File: src/rtl/addsub_pkg.sv
// Shared definitions for the pipelined add/subtract datapath: mode encodings,
// chunk sizing with a legality check, and signed saturation constants.
package addsub_pkg;

  localparam logic MODE_ADD = 1'b0;
  localparam logic MODE_SUB = 1'b1;

  // Widest result the saturation helpers can describe.
  localparam int SAT_MAX_WIDTH = 256;

  // Bits handled per pipeline stage; returns 0 for an illegal width/stage mix
  // so the instantiating module can refuse to elaborate.
  function automatic int chunk_width(input int width, input int stages);
    if ((stages < 1) || (stages > width) || ((width % stages) != 0)) begin
      return 0;
    end
    return width / stages;
  endfunction

  // Most positive signed value of the given width: 0111..1.
  function automatic logic [SAT_MAX_WIDTH-1:0] SAT_MAX(input int width);
    logic [SAT_MAX_WIDTH-1:0] v;
    v = '0;
    for (int i = 0; i < width - 1; i++) begin
      v[i] = 1'b1;
    end
    return v;
  endfunction

  // Most negative signed value of the given width: 1000..0.
  function automatic logic [SAT_MAX_WIDTH-1:0] SAT_MIN(input int width);
    logic [SAT_MAX_WIDTH-1:0] v;
    v = '0;
    v[width-1] = 1'b1;
    return v;
  endfunction

endpackage

File: src/rtl/addsub_stage.sv
// Combinational CHUNK-bit ripple adder built from full_adder cells. Besides the
// chunk sum and carry-out it exposes the carry into its top bit, which the top
// level needs on the last chunk to detect signed overflow.
module addsub_stage #(
  parameter int CHUNK = 8
) (
  input  logic [CHUNK-1:0] a,
  input  logic [CHUNK-1:0] b,
  input  logic             cin,
  output logic [CHUNK-1:0] sum,
  output logic             cout,
  output logic             cmsb
);

  logic [CHUNK:0] carry;

  assign carry[0] = cin;

  for (genvar i = 0; i < CHUNK; i++) begin : g_bit
    full_adder u_fa (
      .a    (a[i]),
      .b    (b[i]),
      .cin  (carry[i]),
      .sum  (sum[i]),
      .cout (carry[i+1])
    );
  end

  assign cout = carry[CHUNK];
  assign cmsb = carry[CHUNK-1];

endmodule

File: src/rtl/full_adder.sv
// Single-bit full adder cell used as the building block of every ripple chunk.
module full_adder (
  input  logic a,
  input  logic b,
  input  logic cin,
  output logic sum,
  output logic cout
);

  assign sum  = a ^ b ^ cin;
  assign cout = (a & b) | (cin & (a ^ b));

endmodule

File: src/rtl/pipelined_addsub.sv
// Pipelined WIDTH-bit add/subtract unit. The operands are split into STAGES
// equal chunks; stage k ripples chunk k and registers its carry forward along
// with the untouched operand chunks and the finished lower sum chunks. The
// whole pipe advances together whenever the output register is free or being
// drained, giving one result per cycle and STAGES cycles of latency.
// Optional build macro ADDSUB_SATURATE_EN clamps overflowing results to the
// signed extremes in the final stage; ovf and cout still report the raw result.
module pipelined_addsub #(
  parameter int WIDTH  = 32,
  parameter int STAGES = 4
) (
  input  logic             clk,
  input  logic             rst,
  input  logic             in_valid,
  output logic             in_ready,
  input  logic [WIDTH-1:0] a,
  input  logic [WIDTH-1:0] b,
  input  logic             cin,
  input  logic             sub,
  output logic             out_valid,
  input  logic             out_ready,
  output logic [WIDTH-1:0] sum,
  output logic             cout,
  output logic             ovf
);

  import addsub_pkg::*;

  localparam int CHUNK = chunk_width(WIDTH, STAGES);

  if (CHUNK == 0) begin : g_bad_params
    $error("pipelined_addsub: WIDTH must be a multiple of STAGES with 1 <= STAGES <= WIDTH");
  end

  logic             adv;
  logic [WIDTH-1:0] b_eff;
  logic             c0;

  // Pipeline registers, one slot per stage; slot STAGES-1 is the output.
  logic [STAGES-1:0]            v_q;
  logic [STAGES-1:0]            c_q;
  logic [STAGES-1:0][WIDTH-1:0] a_q;
  logic [STAGES-1:0][WIDTH-1:0] b_q;
  logic [STAGES-1:0][WIDTH-1:0] s_q;
  logic                         ovf_q;

  // What each stage sees at its input and what it would register next.
  logic [STAGES-1:0]            v_in;
  logic [STAGES-1:0]            c_in;
  logic [STAGES-1:0][WIDTH-1:0] a_in;
  logic [STAGES-1:0][WIDTH-1:0] b_in;
  logic [STAGES-1:0][WIDTH-1:0] s_in;
  logic [STAGES-1:0][WIDTH-1:0] s_nx;
  logic [STAGES-1:0][CHUNK-1:0] ch_sum;
  logic [STAGES-1:0]            ch_cout;
  logic [STAGES-1:0]            ch_cmsb;

  logic             ovf_nx;
  logic [WIDTH-1:0] sum_fin;
  logic             unused_ok;

  // A single enable moves every stage at once; only a stalled, full output
  // register can hold the pipe, so in_ready never looks at in_valid.
  assign adv      = out_ready | ~out_valid;
  assign in_ready = adv;

  // Subtraction is a + ~b + 1, so invert b and force the initial carry.
  assign b_eff = (sub == MODE_SUB) ? ~b : b;
  assign c0    = (sub == MODE_SUB) ? 1'b1 : cin;

  for (genvar k = 0; k < STAGES; k++) begin : g_stage
    if (k == 0) begin : g_first
      assign v_in[k] = in_valid;
      assign a_in[k] = a;
      assign b_in[k] = b_eff;
      assign c_in[k] = c0;
      assign s_in[k] = '0;
    end else begin : g_next
      assign v_in[k] = v_q[k-1];
      assign a_in[k] = a_q[k-1];
      assign b_in[k] = b_q[k-1];
      assign c_in[k] = c_q[k-1];
      assign s_in[k] = s_q[k-1];
    end

    addsub_stage #(
      .CHUNK (CHUNK)
    ) u_stage (
      .a    (a_in[k][k*CHUNK +: CHUNK]),
      .b    (b_in[k][k*CHUNK +: CHUNK]),
      .cin  (c_in[k]),
      .sum  (ch_sum[k]),
      .cout (ch_cout[k]),
      .cmsb (ch_cmsb[k])
    );

    // Lower chunks arrive already finished and upper ones are still zero,
    // so merging this stage's chunk is a plain OR.
    assign s_nx[k] = s_in[k] | (WIDTH'(ch_sum[k]) << (k * CHUNK));
  end

  assign ovf_nx = ch_cout[STAGES-1] ^ ch_cmsb[STAGES-1];

`ifdef ADDSUB_SATURATE_EN
  localparam logic [WIDTH-1:0] SAT_HI = WIDTH'(SAT_MAX(WIDTH));
  localparam logic [WIDTH-1:0] SAT_LO = WIDTH'(SAT_MIN(WIDTH));

  // Clamp an overflowing result; a carry out of the MSB marks a negative
  // overflow, no carry out marks a positive one.
  always_comb begin
    sum_fin = s_nx[STAGES-1];
    if (ovf_nx) begin
      sum_fin = ch_cout[STAGES-1] ? SAT_LO : SAT_HI;
    end
  end
`else
  assign sum_fin = s_nx[STAGES-1];
`endif

  // Advance every stage together; reset flushes all in-flight beats and
  // clears the visible result so no partial value can appear.
  always_ff @(posedge clk) begin
    if (rst) begin
      v_q   <= '0;
      c_q   <= '0;
      a_q   <= '0;
      b_q   <= '0;
      s_q   <= '0;
      ovf_q <= 1'b0;
    end else if (adv) begin
      v_q            <= v_in;
      c_q            <= ch_cout;
      a_q            <= a_in;
      b_q            <= b_in;
      s_q            <= s_nx;
      s_q[STAGES-1]  <= sum_fin;
      ovf_q          <= ovf_nx;
    end
  end

  assign out_valid = v_q[STAGES-1];
  assign sum       = s_q[STAGES-1];
  assign cout      = c_q[STAGES-1];
  assign ovf       = ovf_q;

  // Operand copies in the output slot and carries into the MSB of inner
  // chunks have no consumer; they are collected here and left for trimming.
  assign unused_ok = ^{a_q[STAGES-1], b_q[STAGES-1], ch_cmsb};

endmodule
File: config.mk
export PLATFORM = sky130hd
export DESIGN_NAME = pipelined_addsub
export DESIGN_NICKNAME = d
export VERILOG_FILES = /design/src/rtl/addsub_pkg.sv /design/src/rtl/addsub_stage.sv /design/src/rtl/full_adder.sv /design/src/rtl/pipelined_addsub.sv
export SDC_FILE = /design/constraint.sdc
export NUM_CORES = 1
export LEC_CHECK = 0
export CAP_MARGIN = 10
export CELL_PAD_IN_SITES_DETAIL_PLACEMENT = 1
export CELL_PAD_IN_SITES_GLOBAL_PLACEMENT = 1
export CORE_UTILIZATION = 41
export DETAILED_ROUTE_END_ITERATION = 10
export GPL_ROUTABILITY_DRIVEN = 1
export GPL_TIMING_DRIVEN = 1
export PLACE_DENSITY = 0.81
export SETUP_SLACK_MARGIN = 0.3
export SLEW_MARGIN = 20
export SYNTH_ARGS = -nofsm -noshare
export SYNTH_HDL_FRONTEND = slang
export SYNTH_HIERARCHICAL = 1
export SYNTH_SLANG_ARGS = --single-unit
File: constraint.sdc
create_clock -name clk -period 5 [get_ports clk]
set_input_delay 0.5 -clock clk [delete_from_list [all_inputs] [get_ports clk]]
set_output_delay 0.5 -clock clk [all_outputs]
set_load 0.03 [all_outputs]
-- Word-level counts from Yosys, hierarchy flattened
Cells that the tools add are included.
- muxes and demuxes: 2
- bitwise operators: 167
- operator list (kind ; count):
    $xor 1x1->1 ; 65
    $and 1x1->1 ; 64
    $or 1x1->1 ; 33
    $mux 32 ; 1
    $not 32->32 ; 1
    $or 32x24->32 ; 1
    $or 32x32->32 ; 1
    $or 8x16->16 ; 1
    $mux 1 ; 1
    $not 1->1 ; 1
- flip-flop bits (word level): 305
- input port bits: 70
- output and inout bits: 36
- word-level logic and storage cells: 182

-- Logic depth before layout (Yosys ltp)
Gate-level depths: netlist of run 1.
- depth after elaboration: 19
- mapped depth: 13
- mapped depth without buffers: 11

-- Modules after synthesis
Netlist of run 1, hierarchy kept.
- modules (own cells, without submodules) (module ; times used ; cells an instance ; area each (um2) ; seq. area each (um2)):
    pipelined_addsub ; 1 ; 816 ; 6855.3 ; 3703.6
    full_adder ; 32 ; 1 ; 20.0 ; 0.0

-- Worst setup path before layout of run 1
Ideal clock, no wire load.
- path kind: input port to flip-flop
- start point: input sub
- end point: register s_q (netlist bit s_in[39])
- setup time: 0.070 ns
- arrival time: 4.399 ns
- required time: 4.930 ns
- setup slack: 0.531 ns
- cell stages on the path: 13
- buffers on the path: 2
- path through: buf_4 -> buf_4 -> or2_2 -> fa_1 -> fa_1 -> fa_1 -> fa_1 -> fa_1 -> fa_1 -> fa_1 -> fa_1 -> nand2_1 -> a21oi_1
- RTL lines (item ; RTL line ; RTL):
    start: declaration ; pipelined_addsub.sv:19 ; input logic sub,
    end signal: assignment ; pipelined_addsub.sv:135 ; s_q <= s_nx;
    end signal: indexed assignment ; pipelined_addsub.sv:136 ; s_q[STAGES-1] <= sum_fin;
    end: declaration ; pipelined_addsub.sv:44 ; logic [STAGES-1:0][WIDTH-1:0] s_q;

==> impl_table.tex, run 1 <==
\begin{tabular}{lr}
\hline
Metric & Value \\
\hline
\multicolumn{2}{l}{\textbf{Power}} \\
Reg power frac & 0.486 \\
Max IR drop VDD & roughly 0.00025 V \\
Int Pwr & around 2.5 mW \\
Net switching power figure & 0.8600 mW \\
Clk network pwr share & 0.409 \\
Part of the power in combinational logic & 0.105 \\
Power density over cell area & 370.7 nW/um\^{}2 \\
Switch share & 0.2561 \\
Static leakage power & 3.405 nW \\
Total Power & 3.358 mW \\
\multicolumn{2}{l}{\textbf{STA}} \\
Transition time at the pin with the least slew margin & 0.9772 ns \\
Max Clock Freq & 0.2279 GHz \\
Ratio of final minimum period to clock period & 0.8776 \\
Hold violation count in the final report & 0 \\
Slew margin rel. & 0.3485 \\
Setup repair after global routing missed its margin & no \\
Number of slew-limit violations in the final report & 0 \\
Setup TNS & 0 ns \\
Count of final setup violators & 0 \\
Clk\_skew & 0.01093 ns \\
Tightest hold margin & 0.4485 ns \\
Final critical-path required period & 4.388 ns \\
\multicolumn{2}{l}{\textbf{Cells and area}} \\
Count of inserted antenna diode cells & 0 \\
Nets@finish & 1014 \\
Leading cell types in the layout, fill and taps excluded & nand2\_1 (318), dfxtp\_1 (185), a21oi\_1 (159) \\
Layout overhead on the synthesized area & 20.85\% \\
Ratio of cells with drive above 1 in the final layout & 0.07351 \\
Most common cell after layout, fill and taps aside & nand2\_1 \\
\multicolumn{2}{l}{\textbf{Floorplan}} \\
I/O pins & $\sim$110 \\
Width of the die & about 140 um \\
Die footprint & 18830 um\^{}2 \\
Core outline area & 17960 um\^{}2 \\
Y dimension of the die & $\sim$140 um \\
Cell row count & 49 \\
Initial Util & 0.4173 \\
\multicolumn{2}{l}{\textbf{Synthesis}} \\
Number of synthesized register bits & 185 \\
Synthesized net count & 950 \\
Number of distinct library cells after synthesis & 17 \\
Post-synthesis cell count & 848 \\
Yosys warning count & 6 \\
Mean Syn Cell Area & 8.840 um\^{}2 \\
Fraction of the yosys area taken by sequential cells & 0.4941 \\
Area of the mapped netlist & 7496 um\^{}2 \\
\multicolumn{2}{l}{\textbf{Clock network}} \\
CTS sink count & 185 \\
Htree depth & 4 \\
PostCTS Resize Cnt & 0 \\
Number of post-CTS setup repair buffers & 0 \\
Clock latency on the worst-skew pair & 0.43 ns \\
Hold\_buf cts & 0 \\
Buffer levels on the longest clock path & 2 \\
Number of buffers inserted during clock tree synthesis & 17 \\
Root Driver & clkbuf\_16 \\
Clock transition at the registers of the reported paths & 0.08 ns \\
TritonCTS clock tree & built \\
\multicolumn{2}{l}{\textbf{Job}} \\
Reported max-cap violation count & 0 \\
\multicolumn{2}{l}{\textbf{Hold path}} \\
Hold Crit Start & sum[5]\$\_SDFFE\_PP0P\_ \\
Hold worst-path end & sum[5]\$\_SDFFE\_PP0P\_ \\
Cells on Worst Hold Path & 2 \\
Min-delay worst type & reg2reg \\
\multicolumn{2}{l}{\textbf{Place}} \\
Number of I/O port buffers & roughly 110 \\
RePlAce Congestion & between 0.7 and 0.8 \\
HPWL after DPL & 10.86 mm \\
\multicolumn{2}{l}{\textbf{GRT}} \\
Number of global-route vias before repair & about 5600 \\
Initial antenna violation count & 1 \\
Global Route Usage Sum & 0.1960 \\
Wire length of the first global-routing pass & 28.55 mm \\
Maximum number of pins on one net before global-route repair & 140 \\
Total congestion overflow after global routing & 0 \\
\multicolumn{2}{l}{\textbf{Drt}} \\
Total via count after detailed routing & 5639 \\
Initial drt markers & 363 \\
Avg Vias per Cell & between 4 and 5 \\
Pre-antenna DRT Iters & 4 \\
Final routed wire length divided by cell count & 14.97 um \\
Routed Wire Length & 17.27 mm \\
Count of nets left with antenna violations after detail routing & 0 \\
Remaining routing DRC violations & 0 \\
\multicolumn{2}{l}{\textbf{Worst setup path}} \\
Endpoint arrival time on the critical path & 4.73 ns \\
Highest fanout seen on the critical path & 1 \\
Type of element capturing the critical path & register \\
Launch instance of the worst register-to-register path & a\_in[120]\$\_SDFFE\_PP0P\_ \\
Type of the worst setup path & in2reg \\
Internal reg-to-reg setup slack & 0.78 ns \\
Crit Reg-Reg Endpoint & ovf\$\_SDFFE\_PP0P\_ \\
Register-to-Register Path Depth & 10 \\
Req. time, crit path & $\sim$5.3 ns \\
Kind of start point of the critical path & primary input \\
\multicolumn{2}{l}{\textbf{Run status}} \\
Result of the run & completed \\
\hline
\end{tabular}
registers in the layout, summed over array words and instances (netlist names):
name	cells
b_in	48
a_in	48
s_in	48
ovf	1
v_q	4
c_q	4
sum	32
cells in the mapped netlist (all sizes together):
library cell	instances	area (um^2)
xor2	8	70.07
nor2b	1	13.76
nor2	27	101.4
a211oi	25	312.8
clkbuf	18	75.07
or2	1	6.260
inv	1	3.750
buf	48	360.3
dfxtp	185	3704
xnor2	25	219.0
nand2	318	1194
fa	32	640.6
a21oi	159	795.8
worst max path at each step:
stage / to / cells after the start / startpoint
2_1_floorplan: s_in[39]$_SDFFE_PP0P_ / 13 / sub
3_3_place_gp: s_in[39]$_SDFFE_PP0P_ / 12 / cin
3_5_place_dp: s_in[39]$_SDFFE_PP0P_ / 12 / cin
4_1_cts: s_in[39]$_SDFFE_PP0P_ / 12 / cin
5_1_grt: s_in[39]$_SDFFE_PP0P_ / 12 / cin
6_report: s_in[39]$_SDFFE_PP0P_ / 12 / cin
logic make-up (layout without fill, tap and decap cells):
logic type | after synthesis | after routing | share of synthesized area
compound gates | 184 | 184 | 0.1479
fa+ha+maj | 32 | 32 | 0.08546
flops | 185 | 185 | 0.4941
simple gates | 347 | 347 | 0.1754
xor+xnor | 33 | 33 | 0.03856
buf+inv | 67 | 144 | 0.05859
critical path, cell delays in order:
cell and delay (ns):
clkdlybuf4s50_1 0.42, or2_2 0.30, fa_1 0.40, fa_1 0.40, fa_1 0.40, fa_1 0.39, fa_1 0.42, fa_1 0.40
fa_1 0.39, fa_1 0.50, nand2_1 0.05, a21oi_1 0.16
power groups by stage:
| stage | sequential [mW] | combinational (mW) | clock [mW] |
|---|---|---|---|
| after floorplan | 1.67 | 0.199 | 0 |
| after global placement | 1.66 | 0.341 | 0 |
| after detailed placement | 1.67 | 0.350 | 0 |
| after CTS | 1.63 | 0.358 | 1.40 |
| after global routing | 1.64 | 0.395 | 1.46 |
| final | 1.63 | 0.353 | 1.37 |
layout make-up:
cell class	instances	area, um^2
inverters	1	8.758
clock inverters	15	186.4
fillers	2065	8905
well taps	229	286.5
clock buffers	17	425.4
flip-flops and latches	185	3704
repair buffers	111	1095
multi-input cells	596	3353
metrics by stage:
stage / setup WS (ns) / util / instances / area (um^2)
2_1_floorplan: 0.5311 / - / 848 / 7496
3_3_place_gp: 0.3531 / 0.4701 / 1122 / 8444
3_5_place_dp: 0.1989 / 0.4701 / 1122 / 8444
4_1_cts: 0.6473 / 0.5041 / 1154 / 9056
5_1_grt: 0.5264 / 0.5043 / 1154 / 9059
6_report: 0.6118 / 0.5043 / 1154 / 9059
routing by layer:
| layer | vias to the layer above | global-route usage | part of all wire |
|---|---|---|---|
| li1 | 2859 | - | - |
| met1 | 2670 | 0.2720 | 0.50 |
| met2 | 88 | 0.3047 | 0.46 |
| met3 | 22 | 0.04121 | 0.033 |
| met4 | 0 | 0.06044 | 0.013 |
| met5 | - | 0 | 0 |
(Power assumes the default switching activity.)
==> inputs of run 2 (changes only) <==
Settings changed: PLACE_DENSITY 0.81 to not set, PLACE_DENSITY_LB_ADDON set to 0.1.
==> impl_table.tex, run 2 (synthesis results as in run 1) <==
\begin{tabular}{lr}
\hline
Metric & Value \\
\hline
\multicolumn{2}{l}{\textbf{Drt}} \\
Avg Vias per Cell & 4.881 \\
Routed Wire Length & 16.93 mm \\
Pre-antenna DRT Iters & 4 \\
Count of nets left with antenna violations after detail routing & 0 \\
Remaining routing DRC violations & 0 \\
Final routed wire length divided by cell count & 14.68 um \\
Total via count after detailed routing & 5628 \\
Initial drt markers & 322 \\
\multicolumn{2}{l}{\textbf{Floorplan}} \\
Y dimension of the die & approximately 140 um \\
Die footprint & 18830 um\^{}2 \\
I/O pins & 106 \\
Initial Util & 0.4173 \\
Core outline area & 17960 um\^{}2 \\
Cell row count & 49 \\
Width of the die & approximately 140 um \\
\multicolumn{2}{l}{\textbf{Clock network}} \\
Clock transition at the registers of the reported paths & 0.07 ns \\
Htree depth & 4 \\
PostCTS Resize Cnt & 0 \\
Buffer levels on the longest clock path & 2 \\
TritonCTS clock tree & built \\
Root Driver & clkbuf\_16 \\
Number of post-CTS setup repair buffers & 0 \\
Clock latency on the worst-skew pair & $\sim$0.43 ns \\
Number of buffers inserted during clock tree synthesis & 17 \\
Hold\_buf cts & 0 \\
CTS sink count & 185 \\
\multicolumn{2}{l}{\textbf{Power}} \\
Power density over cell area & 363.3 nW/um\^{}2 \\
Total Power & around 3.3 mW \\
Clk network pwr share & 0.393 \\
Reg power frac & 0.499 \\
Net switching power figure & 0.8232 mW \\
Max IR drop VDD & around 0.00025 V \\
Static leakage power & 3.380 nW \\
Switch share & 0.2517 \\
Int Pwr & 2.447 mW \\
Part of the power in combinational logic & 0.107 \\
\multicolumn{2}{l}{\textbf{GRT}} \\
Maximum number of pins on one net before global-route repair & 141 \\
Initial antenna violation count & 1 \\
Total congestion overflow after global routing & 0 \\
Wire length of the first global-routing pass & 27.86 mm \\
Global Route Usage Sum & 0.1908 \\
Number of global-route vias before repair & 5595 \\
\multicolumn{2}{l}{\textbf{Place}} \\
Post-Place Setup Slack & 0.1303 ns \\
HPWL after DPL & around 11 mm \\
Number of I/O port buffers & 105 \\
RePlAce Congestion & 0.7712 \\
\multicolumn{2}{l}{\textbf{Cells and area}} \\
Most common cell after layout, fill and taps aside & nand2\_1 \\
Post-route core utilization & 0.5011 \\
Sequential standard cell area & 3704 um\^{}2 \\
FILL cells & 2088 \\
Leading cell types in the layout, fill and taps excluded & nand2\_1 (318), dfxtp\_1 (185), a21oi\_1 (159) \\
Ratio of cells with drive above 1 in the final layout & 0.07035 \\
Layout overhead on the synthesized area & 20.10\% \\
Nets@finish & 1013 \\
Multi-input combinational cell area & around 3400 um\^{}2 \\
Count of inserted antenna diode cells & 0 \\
\multicolumn{2}{l}{\textbf{STA}} \\
Clk\_skew & roughly 0.011 ns \\
Number of slew-limit violations in the final report & 0 \\
Slew margin rel. & 0.3091 \\
Setup TNS & 0 ns \\
Transition time at the pin with the least slew margin & 1.036 ns \\
Count of final setup violators & 0 \\
Hold violation count in the final report & 0 \\
Ratio of final minimum period to clock period & 0.8860 \\
Tightest hold margin & 0.4541 ns \\
Final worst-path setup slack & 0.5701 ns \\
Setup repair after global routing missed its margin & no \\
Max Clock Freq & 0.2257 GHz \\
Final critical-path required period & 4.430 ns \\
\multicolumn{2}{l}{\textbf{Worst setup path}} \\
Highest fanout seen on the critical path & 1 \\
Type of element capturing the critical path & register \\
Kind of start point of the critical path & primary input \\
Endpoint arrival time on the critical path & approximately 4.8 ns \\
Req. time, crit path & 5.34 ns \\
Type of the worst setup path & in2reg \\
\multicolumn{2}{l}{\textbf{Job}} \\
Reported max-cap violation count & 0 \\
\multicolumn{2}{l}{\textbf{Hold path}} \\
Min-delay worst type & reg2reg \\
\multicolumn{2}{l}{\textbf{Run status}} \\
Result of the run & completed \\
\hline
\end{tabular}
run 2: changes by cell type in the layout (fill, tap and decap cells not counted), sizes merged:
cell	delta
inv	-1
bufinv	-1
clkbuf	+3
buf	-1
clkinv	-1
run 2: worst paths after layout:
| check | startpoint | endpoint | slack (ns) | cells past startpoint |
|---|---|---|---|---|
| max reg2reg | a_in[120]$_SDFFE_PP0P_ | ovf$_SDFFE_PP0P_ | 0.88 | 10 |
| max | cin | s_in[39]$_SDFFE_PP0P_ | 0.57 | 12 |
| min reg2reg | a_in[50]$_SDFFE_PP0P_ | a_in[50]$_SDFFE_PP0P_ | 0.45 | 2 |
| min | a_in[50]$_SDFFE_PP0P_ | a_in[50]$_SDFFE_PP0P_ | 0.45 | 2 |
run 2: stage by stage:
step                      cells  cell area [um^2]
after floorplan             848              7496
after global placement     1121              8437
after detailed placement   1121              8437
after CTS                  1153              9000
after global routing       1153              9002
final                      1153              9002
run 2: cell type report:
cell class | count | share of cell area
clock buffer | 20 | 0.04962
tap | 229 | 0.03183
inverter | 1 | 0.0009729
sequential | 185 | 0.4114
clock inverter | 12 | 0.01293
multi-input combinational | 596 | 0.3725
timing repair buffer | 110 | 0.1208
run 2: critical path: stages:
cell             delay (ns)
clkdlybuf4s50_1        0.42
or2_2                  0.30
fa_1                   0.40
fa_1                   0.39
fa_1                   0.40
fa_1                   0.42
fa_1                   0.41
fa_1                   0.41
fa_1                   0.40
fa_1                   0.49
nand2_1                0.05
a21oi_1                0.19
run 2: layer usage:
| metal | track usage | wire, um |
|---|---|---|
| met2 | 0.2834 | 7489 |
| met1 | 0.2775 | 8655 |
| met4 | 0.05800 | 191 |
| met5 | 0 | 0 |
| met3 | 0.03863 | 595 |
run 2: power groups by stage:
| stage | combinational, mW | sequential, mW | clock (mW) |
|---|---|---|---|
| after detailed placement | 0.350 | 1.67 | 0 |
| after floorplan | 0.199 | 1.67 | 0 |
| after global routing | 0.395 | 1.65 | 1.38 |
| final | 0.351 | 1.63 | 1.29 |
| after global placement | 0.341 | 1.66 | 0 |
| after CTS | 0.356 | 1.63 | 1.32 |
==> inputs of run 3 (changes only) <==
Settings changed: ABC_CLOCK_PERIOD_IN_PS set to 5000, SLEW_MARGIN 20 to not set.
==> impl_table.tex, run 3 (synthesis results as in run 1) <==
\begin{tabular}{lr}
\hline
Metric & Value \\
\hline
\multicolumn{2}{l}{\textbf{Power}} \\
Net switching power figure & 0.8250 mW \\
Part of the power in combinational logic & 0.107 \\
Static leakage power & 3.378 nW \\
Clk network pwr share & 0.394 \\
Total Power & 3.272 mW \\
Switch share & 0.2521 \\
Int Pwr & 2.447 mW \\
Max IR drop VDD & 0.0002495 V \\
Power density over cell area & around 360 nW/um\^{}2 \\
Reg power frac & 0.499 \\
\multicolumn{2}{l}{\textbf{GRT}} \\
Wire length of the first global-routing pass & 27.86 mm \\
Global Route Usage Sum & 0.1908 \\
Initial antenna violation count & 1 \\
Total congestion overflow after global routing & 0 \\
Maximum number of pins on one net before global-route repair & $\sim$140 \\
Number of global-route vias before repair & 5595 \\
\multicolumn{2}{l}{\textbf{Cells and area}} \\
Leading cell types in the layout, fill and taps excluded & nand2\_1 (318), dfxtp\_1 (185), a21oi\_1 (159) \\
Nets@finish & approximately 1000 \\
Post-route insts no fill & 1153 \\
Most common cell after layout, fill and taps aside & nand2\_1 \\
Ratio of cells with drive above 1 in the final layout & 0.07035 \\
FILL cells & roughly 2100 \\
Count of inserted antenna diode cells & 0 \\
Post-route core utilization & 0.5010 \\
Layout overhead on the synthesized area & 20.06\% \\
\multicolumn{2}{l}{\textbf{Floorplan}} \\
Core outline area & approximately 18000 um\^{}2 \\
I/O pins & 106 \\
Die footprint & approximately 19000 um\^{}2 \\
Width of the die & around 140 um \\
Y dimension of the die & roughly 140 um \\
Cell row count & 49 \\
Initial Util & 0.4173 \\
\multicolumn{2}{l}{\textbf{STA}} \\
Setup TNS & 0 ns \\
Max Clock Freq & 0.2259 GHz \\
Count of final setup violators & 0 \\
Transition time at the pin with the least slew margin & 1.142 ns \\
Ratio of final minimum period to clock period & 0.8853 \\
Hold violation count in the final report & 0 \\
Clk\_skew & 0.01219 ns \\
Slew margin rel. & 0.2389 \\
Final critical-path required period & 4.426 ns \\
Number of slew-limit violations in the final report & 0 \\
Tightest hold margin & 0.4530 ns \\
Setup repair after global routing missed its margin & no \\
\multicolumn{2}{l}{\textbf{Clock network}} \\
Number of buffers inserted during clock tree synthesis & 17 \\
Clock transition at the registers of the reported paths & 0.07 ns \\
Number of post-CTS setup repair buffers & 0 \\
Buffer levels on the longest clock path & 2 \\
Root Driver & clkbuf\_16 \\
Htree depth & 4 \\
PostCTS Resize Cnt & 0 \\
Hold\_buf cts & 0 \\
CTS sink count & 185 \\
Clock latency on the worst-skew pair & roughly 0.43 ns \\
TritonCTS clock tree & built \\
\multicolumn{2}{l}{\textbf{Job}} \\
Reported max-cap violation count & 0 \\
\multicolumn{2}{l}{\textbf{Hold path}} \\
Min-delay worst type & reg2reg \\
\multicolumn{2}{l}{\textbf{Worst setup path}} \\
Most common cell type on the critical path & fa\_1 \\
Number of buffer and inverter instances along the worst setup path & 1 \\
Kind of start point of the critical path & primary input \\
Type of element capturing the critical path & register \\
Endpoint arrival time on the critical path & $\sim$4.8 ns \\
Critical-path cell list & clkdlybuf4s50\_1 -> or2\_2 -> fa\_1 -> fa\_1 -> fa\_1 -> fa\_1 -> fa\_1 -> fa\_1 -> fa\_1 -> fa\_1 -> nand2\_1 -> a21oi\_1 \\
Crit path max-delay cell type & fa\_1 \\
Worst stage delay on the critical path & 0.49 ns \\
Type of the worst setup path & in2reg \\
Highest fanout seen on the critical path & 1 \\
Kind of cell with the highest combined delay on the critical path & adder cells \\
Req. time, crit path & 5.34 ns \\
\multicolumn{2}{l}{\textbf{Drt}} \\
Initial drt markers & approximately 370 \\
Pre-antenna DRT Iters & 4 \\
Count of nets left with antenna violations after detail routing & 0 \\
Total via count after detailed routing & 5616 \\
Final routed wire length divided by cell count & 14.66 um \\
Routed Wire Length & approximately 17 mm \\
Remaining routing DRC violations & 0 \\
Avg Vias per Cell & roughly 5 \\
\multicolumn{2}{l}{\textbf{Place}} \\
Instance count after placement with tap cells included & 1121 \\
Number of I/O port buffers & 105 \\
HPWL after DPL & about 11 mm \\
RePlAce Congestion & between 0.7 and 0.8 \\
\multicolumn{2}{l}{\textbf{Run status}} \\
Result of the run & completed \\
\hline
\end{tabular}
## run 3: changes by cell type in the layout (fill, tap and decap cells not counted), sizes merged
| cell | before | now |
|---|---|---|
| buf | 6 | 7 |
| clkbuf | 21 | 20 |
## run 3: worst paths after layout
kind	end	from	cells past startpoint	slack, ns
setup / recovery	s_in[39]$_SDFFE_PP0P_	cin	12	0.57
hold reg to reg	sum[11]$_SDFFE_PP0P_	sum[11]$_SDFFE_PP0P_	2	0.45
setup reg to reg	ovf$_SDFFE_PP0P_	a_in[120]$_SDFFE_PP0P_	10	0.88
hold / removal	sum[11]$_SDFFE_PP0P_	sum[11]$_SDFFE_PP0P_	2	0.45
## run 3: worst min-delay path: cells and delay by family (launching register included)
kind,cells,cell delay [ns]
flops,1,0.31
simple gates,1,0.05
compound gates,1,0.05
## run 3: final cells by class
type                    instances  area (um^2)  share of cell area
clock inverters                12        116.4             0.01293
repair buffers                110         1085              0.1205
clock buffers                  20        446.7             0.04963
inverters                       1        8.758           0.0009732
flip-flops and latches        185         3704              0.4115
well taps                     229        286.5             0.03184
multi-input cells             596         3353              0.3726
## run 3: routing by layer
layer / GRT usage / up-vias / routed length, um
li1: - / 2856 / -
met2: 0.2834 / 91 / 7427
met1: 0.2775 / 2653 / 8711
met5: 0 / - / 0
met3: 0.03863 / 16 / 575
met4: 0.05800 / 0 / 191
## run 3: metrics by stage
| stage | setup slack, ns | cell area (um^2) |
|---|---|---|
| CTS | 0.5811 | 9000 |
| global route | 0.4580 | 9000 |
| floorplan | 0.5311 | 7496 |
| detailed placement | 0.1303 | 8437 |
| global placement | 0.3234 | 8437 |
| finish | 0.5735 | 9000 |
## run 3: power by group through the flow
stage / Clock [mW] / Combinational, mW / Sequential (mW)
after floorplan: 0 / 0.199 / 1.67
after global placement: 0 / 0.341 / 1.66
after detailed placement: 0 / 0.350 / 1.67
after CTS: 1.32 / 0.356 / 1.63
after global routing: 1.38 / 0.394 / 1.65
final: 1.29 / 0.351 / 1.63
